**src/rtl/rf68000_node_pkg.sv**
```systemverilog
// rtl/rf68000_node_pkg.sv - shared types and helpers for the node RAM arbiter
package rf68000_node_pkg;

  typedef enum logic [1:0] {ST_IDLE, ST_RD, ST_WR, ST_ACK} state_t;

  localparam logic TRUE   = 1'b1;
  localparam logic FALSE  = 1'b0;
  localparam int   CNT_W  = 2;
  localparam int   MAX_AW = 64;

  function automatic logic win_match(input logic [MAX_AW-1:0] adr,
                                     input logic [MAX_AW-1:0] base,
                                     input logic [MAX_AW-1:0] mask);
    return (adr & mask) == (base & mask);
  endfunction

endpackage

```
**src/rtl/rf68000_rr_arbiter.sv**
```systemverilog
// rtl/rf68000_rr_arbiter.sv - combinational rotating-priority grant; lock restricts to the port at ptr
module rf68000_rr_arbiter #(
  parameter int NPORT = 3,
  parameter int IW    = (NPORT > 1) ? $clog2(NPORT) : 1
) (
  input  logic [NPORT-1:0] req,
  input  logic             lock,
  input  logic [IW-1:0]    ptr,
  output logic [NPORT-1:0] gnt,
  output logic [IW-1:0]    idx,
  output logic             valid
);

  always_comb begin
    int j;
    gnt   = '0;
    idx   = '0;
    valid = 1'b0;
    j     = 0;
    for (int k = 0; k < NPORT; k++) begin
      j = (int'(ptr) + k) % NPORT;
      if (!valid && req[j] && (!lock || k == 0)) begin
        valid  = 1'b1;
        idx    = IW'(j);
        gnt[j] = 1'b1;
      end
    end
  end

endmodule

```
**src/rtl/rf68000_node_arbiter_mp.sv**
```systemverilog
// rtl/rf68000_node_arbiter_mp.sv - NPORT requesters onto one synchronous node RAM port
module rf68000_node_arbiter_mp
  import rf68000_node_pkg::*;
#(
  parameter int                  NPORT    = 3,
  parameter int                  DW       = 32,
  parameter int                  AW       = 32,
  parameter int                  RD_LAT   = 2,
  parameter logic [NPORT*AW-1:0] WIN_BASE = {NPORT{32'h0}},
  parameter logic [NPORT*AW-1:0] WIN_MASK = {NPORT{32'hFFFC0000}}
) (
  input  logic                  clk_i,
  input  logic                  rst_ni,
  input  logic [3:0]            id_i,
  input  logic [NPORT-1:0]      cyc_i,
  input  logic [NPORT-1:0]      stb_i,
  input  logic [NPORT-1:0]      we_i,
  input  logic [NPORT*DW/8-1:0] sel_i,
  input  logic [NPORT*AW-1:0]   adr_i,
  input  logic [NPORT*DW-1:0]   dat_i,
  output logic [NPORT-1:0]      ack_o,
  output logic [NPORT-1:0]      err_o,
  output logic [NPORT*DW-1:0]   dat_o,
  output logic                  ram_en_o,
  output logic [DW/8-1:0]       ram_we_o,
  output logic [AW-1:0]         ram_adr_o,
  output logic [DW-1:0]         ram_dat_o,
  input  logic [DW-1:0]         ram_dat_i,
  output logic                  busy_o
);

  localparam int SW = DW / 8;
  localparam int IW = (NPORT > 1) ? $clog2(NPORT) : 1;

  state_t              state_q, state_d;
  logic [NPORT-1:0]    req, win_ok, win_gnt;
  logic [NPORT-1:0]    ack_q, ack_d, err_q, err_d;
  logic [IW-1:0]       gnt_q, gnt_d, rr_ptr_q, rr_ptr_d, gnt_nxt, arb_ptr, win_idx;
  logic                lock_q, lock_d, lock_hold, win_valid;
  logic [CNT_W-1:0]    cnt_q, cnt_d;
  logic                ram_en_q, ram_en_d;
  logic [SW-1:0]       ram_we_q, ram_we_d;
  logic [AW-1:0]       ram_adr_q, ram_adr_d;
  logic [DW-1:0]       ram_dat_q, ram_dat_d;
  logic [NPORT*DW-1:0] dat_q, dat_d;

  assign req       = cyc_i & stb_i;
  assign gnt_nxt   = (gnt_q == IW'(NPORT - 1)) ? '0 : gnt_q + IW'(1);
  assign lock_hold = lock_q & cyc_i[gnt_q];
  // A lock dropping this cycle already rotates priority past the old owner.
  assign arb_ptr   = lock_hold ? gnt_q : (lock_q ? gnt_nxt : rr_ptr_q);

  for (genvar i = 0; i < NPORT; i++) begin : g_win
    assign win_ok[i] = win_match(MAX_AW'(adr_i[i*AW +: AW]),
                                 MAX_AW'(WIN_BASE[i*AW +: AW] ^ {id_i, {(AW-4){1'b0}}}),
                                 MAX_AW'(WIN_MASK[i*AW +: AW]));
  end

  rf68000_rr_arbiter #(.NPORT(NPORT), .IW(IW)) u_arb (
    .req   (req),
    .lock  (lock_hold),
    .ptr   (arb_ptr),
    .gnt   (win_gnt),
    .idx   (win_idx),
    .valid (win_valid)
  );

  always_comb begin
    state_d   = state_q;
    ack_d     = ack_q;
    err_d     = err_q;
    gnt_d     = gnt_q;
    rr_ptr_d  = rr_ptr_q;
    lock_d    = lock_q;
    cnt_d     = cnt_q;
    ram_en_d  = ram_en_q;
    ram_we_d  = ram_we_q;
    ram_adr_d = ram_adr_q;
    ram_dat_d = ram_dat_q;
    dat_d     = dat_q;

    if (lock_q && !cyc_i[gnt_q]) begin
      lock_d   = FALSE;
      rr_ptr_d = gnt_nxt;
    end

    case (state_q)
      ST_IDLE: begin
        if (win_valid) begin
          gnt_d  = win_idx;
          lock_d = TRUE;
          if (!win_ok[win_idx]) begin
            err_d   = win_gnt;
            state_d = ST_ACK;
          end else begin
            ram_en_d  = 1'b1;
            ram_adr_d = adr_i[int'(win_idx)*AW +: AW];
            if (we_i[win_idx]) begin
              ram_we_d  = sel_i[int'(win_idx)*SW +: SW];
              ram_dat_d = dat_i[int'(win_idx)*DW +: DW];
              state_d   = ST_WR;
            end else begin
              ram_we_d = '0;
              cnt_d    = CNT_W'(RD_LAT - 1);
              state_d  = ST_RD;
            end
          end
        end
      end
      ST_RD: begin
        if (cnt_q != '0) begin
          cnt_d = cnt_q - CNT_W'(1);
        end else begin
          ram_en_d = 1'b0;
          if (req[gnt_q]) begin
            dat_d[int'(gnt_q)*DW +: DW] = ram_dat_i;
            ack_d   = NPORT'(1) << gnt_q;
            state_d = ST_ACK;
          end else begin
            state_d = ST_IDLE;
          end
        end
      end
      ST_WR: begin
        ram_we_d = '0;
        ram_en_d = 1'b0;
        if (req[gnt_q]) begin
          ack_d   = NPORT'(1) << gnt_q;
          state_d = ST_ACK;
        end else begin
          state_d = ST_IDLE;
        end
      end
      ST_ACK: begin
        ram_en_d = 1'b0;
        if (!req[gnt_q]) begin
          ack_d   = '0;
          err_d   = '0;
          state_d = ST_IDLE;
        end
      end
      default: state_d = ST_IDLE;
    endcase
  end

  always_ff @(posedge clk_i or negedge rst_ni) begin
    if (!rst_ni) begin
      state_q   <= ST_IDLE;
      ack_q     <= '0;
      err_q     <= '0;
      gnt_q     <= '0;
      rr_ptr_q  <= '0;
      lock_q    <= FALSE;
      cnt_q     <= '0;
      ram_en_q  <= 1'b0;
      ram_we_q  <= '0;
      ram_adr_q <= '0;
      ram_dat_q <= '0;
      dat_q     <= '0;
    end else begin
      state_q   <= state_d;
      ack_q     <= ack_d;
      err_q     <= err_d;
      gnt_q     <= gnt_d;
      rr_ptr_q  <= rr_ptr_d;
      lock_q    <= lock_d;
      cnt_q     <= cnt_d;
      ram_en_q  <= ram_en_d;
      ram_we_q  <= ram_we_d;
      ram_adr_q <= ram_adr_d;
      ram_dat_q <= ram_dat_d;
      dat_q     <= dat_d;
    end
  end

  assign ack_o     = ack_q;
  assign err_o     = err_q;
  assign dat_o     = dat_q;
  assign ram_en_o  = ram_en_q;
  assign ram_we_o  = ram_we_q;
  assign ram_adr_o = ram_adr_q;
  assign ram_dat_o = ram_dat_q;
  assign busy_o    = (state_q != ST_IDLE);

endmodule

```
**config.mk**
```make
export PLATFORM = sky130hd
export DESIGN_NAME = rf68000_node_arbiter_mp
export DESIGN_NICKNAME = d
export VERILOG_FILES = /design/src/rtl/rf68000_node_pkg.sv /design/src/rtl/rf68000_rr_arbiter.sv /design/src/rtl/rf68000_node_arbiter_mp.sv
export SDC_FILE = /design/constraint.sdc
export NUM_CORES = 1
export LEC_CHECK = 0
export ABC_AREA = 1
export BUFFER_PORTS_ARGS = -buffer_cell sky130_fd_sc_hd__buf_4
export CORE_AREA = 2 2 163 165
export CTS_BUF_LIST = sky130_fd_sc_hd__clkbuf_4
export CTS_CLUSTER_SIZE = 16
export DETAILED_ROUTE_END_ITERATION = 12
export DIE_AREA = 0 0 165 167
export SLEW_MARGIN = 30
export SYNTH_ARGS = -nofsm -noshare
export SYNTH_HDL_FRONTEND = slang
export SYNTH_SLANG_ARGS = --single-unit
```
**constraint.sdc**
```tcl
create_clock -name clk_i -period 7.1 [get_ports clk_i]
set_clock_uncertainty 0.15 [all_clocks]
set_input_delay 0.71 -clock clk_i [delete_from_list [all_inputs] [get_ports clk_i]]
set_output_delay 0.71 -clock clk_i [all_outputs]
set_load 0.05 [all_outputs]
```
==> qor.txt <==
Outcome = finished, final reports clean
Die area = 27600 µm²
Period utilization = 0.697
GRT Total Usage = 0.259
Clk pwr share = 0.096
Routed WL per cell = 18.7 µm
Clk Tree Root Cell = clkbuf_4
Reg-to-reg setup timing slack = 2150 ps
Max-slew headroom = 0.395
Num rows = 59
Switching part of the total = 0.579
Top cell type's share of synthesized area = 0.478
Final cell count without fillers = 1918
Largest net degree at the start of global routing = 117
DRT antenna net count = 0
Final Hold Fails = 0
Critical Path RT = 7380 ps
Area Growth Syn to Fin = 39.1%
Path type of the worst setup path = reg -> reg
Area leader, netlist = dfrtp_1
Leakage power = 7.05 nW
Die Span Y = 167 µm
Post-Syn Area = 9430 µm²
CTS tree = yes
Worst-Margin Slew = 907 ps
Max VDD drop = 0.000358 V
Mapped Avg Cell Area = 7.91 µm²
Internal = 2.82 mW
DR vias/cell = 5.14
Yosys reg bits = 180
Via Count = 9867
Synth top area cells = dfrtp_1, nand2_1, o21ai_0
Final wirelength = 35.9 mm
H-tree Lvls = 4
Max-Cap Viols = 0
# setup viols final = 0
Layout cell share with drive strength beyond 1 = 0.329
Drt first pass iters = 5
RSZ-0062 raised after global routing = false
Max FO, Critical Path = 64
Startpoint Class = register
Post-synthesis cell type count = 33
Max Slew Vio Count = 0
Fin worst setup slack = 2150 ps
Vias in the first global route = 9767
I/O pins = 423
Seq pwr share = 0.224
PortBufs = 422
Slowest stage cell, crit path = dfrtp_1
# DRC = 0
Crit path DAT = 5230 ps
CP top delay family = simple AND/OR/NAND/NOR gates
Syn Inst Count = 1192
Grt ovf = 0
Mapped Nets = 1458
CORE AREA = 25800 µm²
Fill cell count = 2596
Nets = 1833
Setup TNS = 0 ps
Placer Congestion = 0.858
Most used cell, CP = nand2_1
Crit. End Element = register
Yosys Warn Count = 0
First DRT Iteration DRCs = 862
Clock buffer count from CTS = 17
Slowest Stage Delay on Critical Path = 580 ps
Hold crit path type = in -> reg
Post-DP HPWL = 25.7 mm
Combinational Power Share = 0.680
DP Cell Count = 1881
Bufs and invs on worst path = 5
Die X = 165 µm
Sequential element share of the synthesized area = 0.478
Pre-CTS setup slack = 2120 ps
Clock sinks = 180
CP cell instances = inv_2 -> nand2_1 -> nand2_2 -> nand3_1 -> nand2_1 -> nor2_1 -> inv_1 -> nand3_1 -> inv_1 -> ha_1 -> inv_2 -> nand2_1 -> nand3_1 -> nand2_1 -> nor2_2 -> nand3_2 -> nand2_4 -> buf_4 -> nand4_1 -> nand2_2 -> nand3_4 -> nand2_1 -> o21ai_1
F_max = 0.202 GHz
First-pass GRT wire length = 55.2 mm
Clk slew on worst S/H paths = 220 ps
Clock Latency Late Sink = 590 ps
Clock period minus worst slack = 4950 ps
CTS-repair resized insts = 0
Pwr/cell area = 511 nW/µm²
Starting density of the core = 0.366
Psw = 3.88 mW
Clk buf depth = 2
Initial antenna violation count = 3
Hold_ws = 184 ps
-- sequential cells by signal, summed over array words and instances, names as in the netlist --
| register | count |
|---|---|
| ack_o | 3 |
| cnt_q | 2 |
| dat_o | 96 |
| err_o | 3 |
| gnt_q | 2 |
| lock_q | 1 |
| ram_adr_o | 32 |
| ram_dat_o | 32 |
| ram_en_o | 1 |
| ram_we_o | 4 |
| rr_ptr_q | 2 |
| state_q | 2 |
-- worst paths after layout --
path	from	endpoint	depth (start not counted)
setup / recovery	gnt_q[0]$_DFFE_PN0N_	ram_dat_o[2]$_DFFE_PN0P_	23
hold / removal	ram_dat_i[19]	dat_o[19]$_DFFE_PN0P_	3
setup reg to reg	gnt_q[0]$_DFFE_PN0N_	ram_dat_o[2]$_DFFE_PN0P_	23
hold reg to reg	err_o[2]$_DFFE_PN0P_	err_o[2]$_DFFE_PN0P_	2
max in group asynchronous	rst_ni	dat_o[22]$_DFFE_PN0P_	4
min in group asynchronous	rst_ni	dat_o[33]$_DFFE_PN0P_	2
-- through the flow --
step                      cell area, µm²  utilization  total power [mW]
after floorplan                     9430            -              4.77
after CTS                          13100        0.507              6.76
after detailed placement           12700        0.494              6.10
final                              13100        0.509              6.71
after global placement             12700        0.494              6.06
after global routing               13100        0.509              7.24
-- per-layer routing --
metal	global-route usage	wire length, µm	vias to the layer above
met4	0.110	1500	0
met2	0.432	17500	401
li1	-	-	4744
met1	0.314	14100	4658
met3	0.0690	2820	64
met5	0	0	-
-- power groups by stage --
stage	combinational [mW]	sequential, mW	clock, mW
2_1_floorplan	2.33	2.44	0
3_3_place_gp	4.54	1.52	0
3_5_place_dp	4.57	1.52	0
4_1_cts	4.59	1.50	0.666
5_1_grt	5.00	1.53	0.705
6_report	4.56	1.50	0.646
-- layout by cell type (no fill, tap or decap), types with 5 or more instances in the layout --
cell and n:
buf_4 433, nand2_1 257, dfrtp_1 180, o21ai_0 166, nor2_1 99, nand3_1 78
nand4_1 70, inv_1 57, o21ai_1 57, o21a_1 32, a21oi_1 27, inv_2 18
clkbuf_4 17, nand2_2 14, ha_1 14, nor2_2 8, nor4_1 5, xor2_1 5
inv_12 5
-- area by class of cell --
cell class	count	area (µm²)	share of cell area
flip-flops and latches	180	4500	0.343
multi-input cells	856	4270	0.325
repair buffers	436	3300	0.252
well taps	335	419	0.0320
inverters	76	287	0.0218
clock inverters	15	205	0.0156
clock buffers	17	128	0.00973
diodes	3	7.51	0.000572
-- worst register-to-register path, cell delays in order, from the launching register on --
cell     delay (ps)
dfrtp_1         580
inv_2           180
nand2_1         110
nand2_2          60
nand3_1         120
nand2_1         100
nor2_1          150
inv_1            60
nand3_1         110
inv_1            70
ha_1            340
inv_2           110
nand2_1          60
nand3_1          80
nand2_1         130
nor2_2          180
nand3_2         130
nand2_4          90
buf_4           580
nand4_1         300
nand2_2         210
nand3_4         560
nand2_1         250
o21ai_1          80
-- cell families (layout without fill, tap and decap cells) --
family,Yosys count,after routing,synth area share
AND/OR/NAND/NOR,548,548,0.261
AO/OA/AOI/OAI,284,284,0.160
flip-flops,180,180,0.478
buffers and inverters,156,544,0.0731
adder cells (fa/ha/maj),15,15,0.0199
XOR/XNOR,9,9,0.00836
other,0,3,0
-- repair_timing --
action / 4_1_cts / 5_1_grt
buffers inserted: 0 / 0
hold buffers: 0 / 1
endpoints found under the hold margin: 0 / 53
-- Yosys cell counts (all sizes together) --
cell type	count
nand2	274
o21ai	223
dfrtp	180
nor2	108
nand3	83
inv	76
nand4	71
clkbuf	48
buf	32
o21a	32
a21oi	27
ha	15
nor4	5
xor2	5
xnor2	4
nor3	3
o211ai	2
and3	1
nand3b	1
nor2b	1
or2	1
No activity file was read; power rests on OpenSTA's default activity.
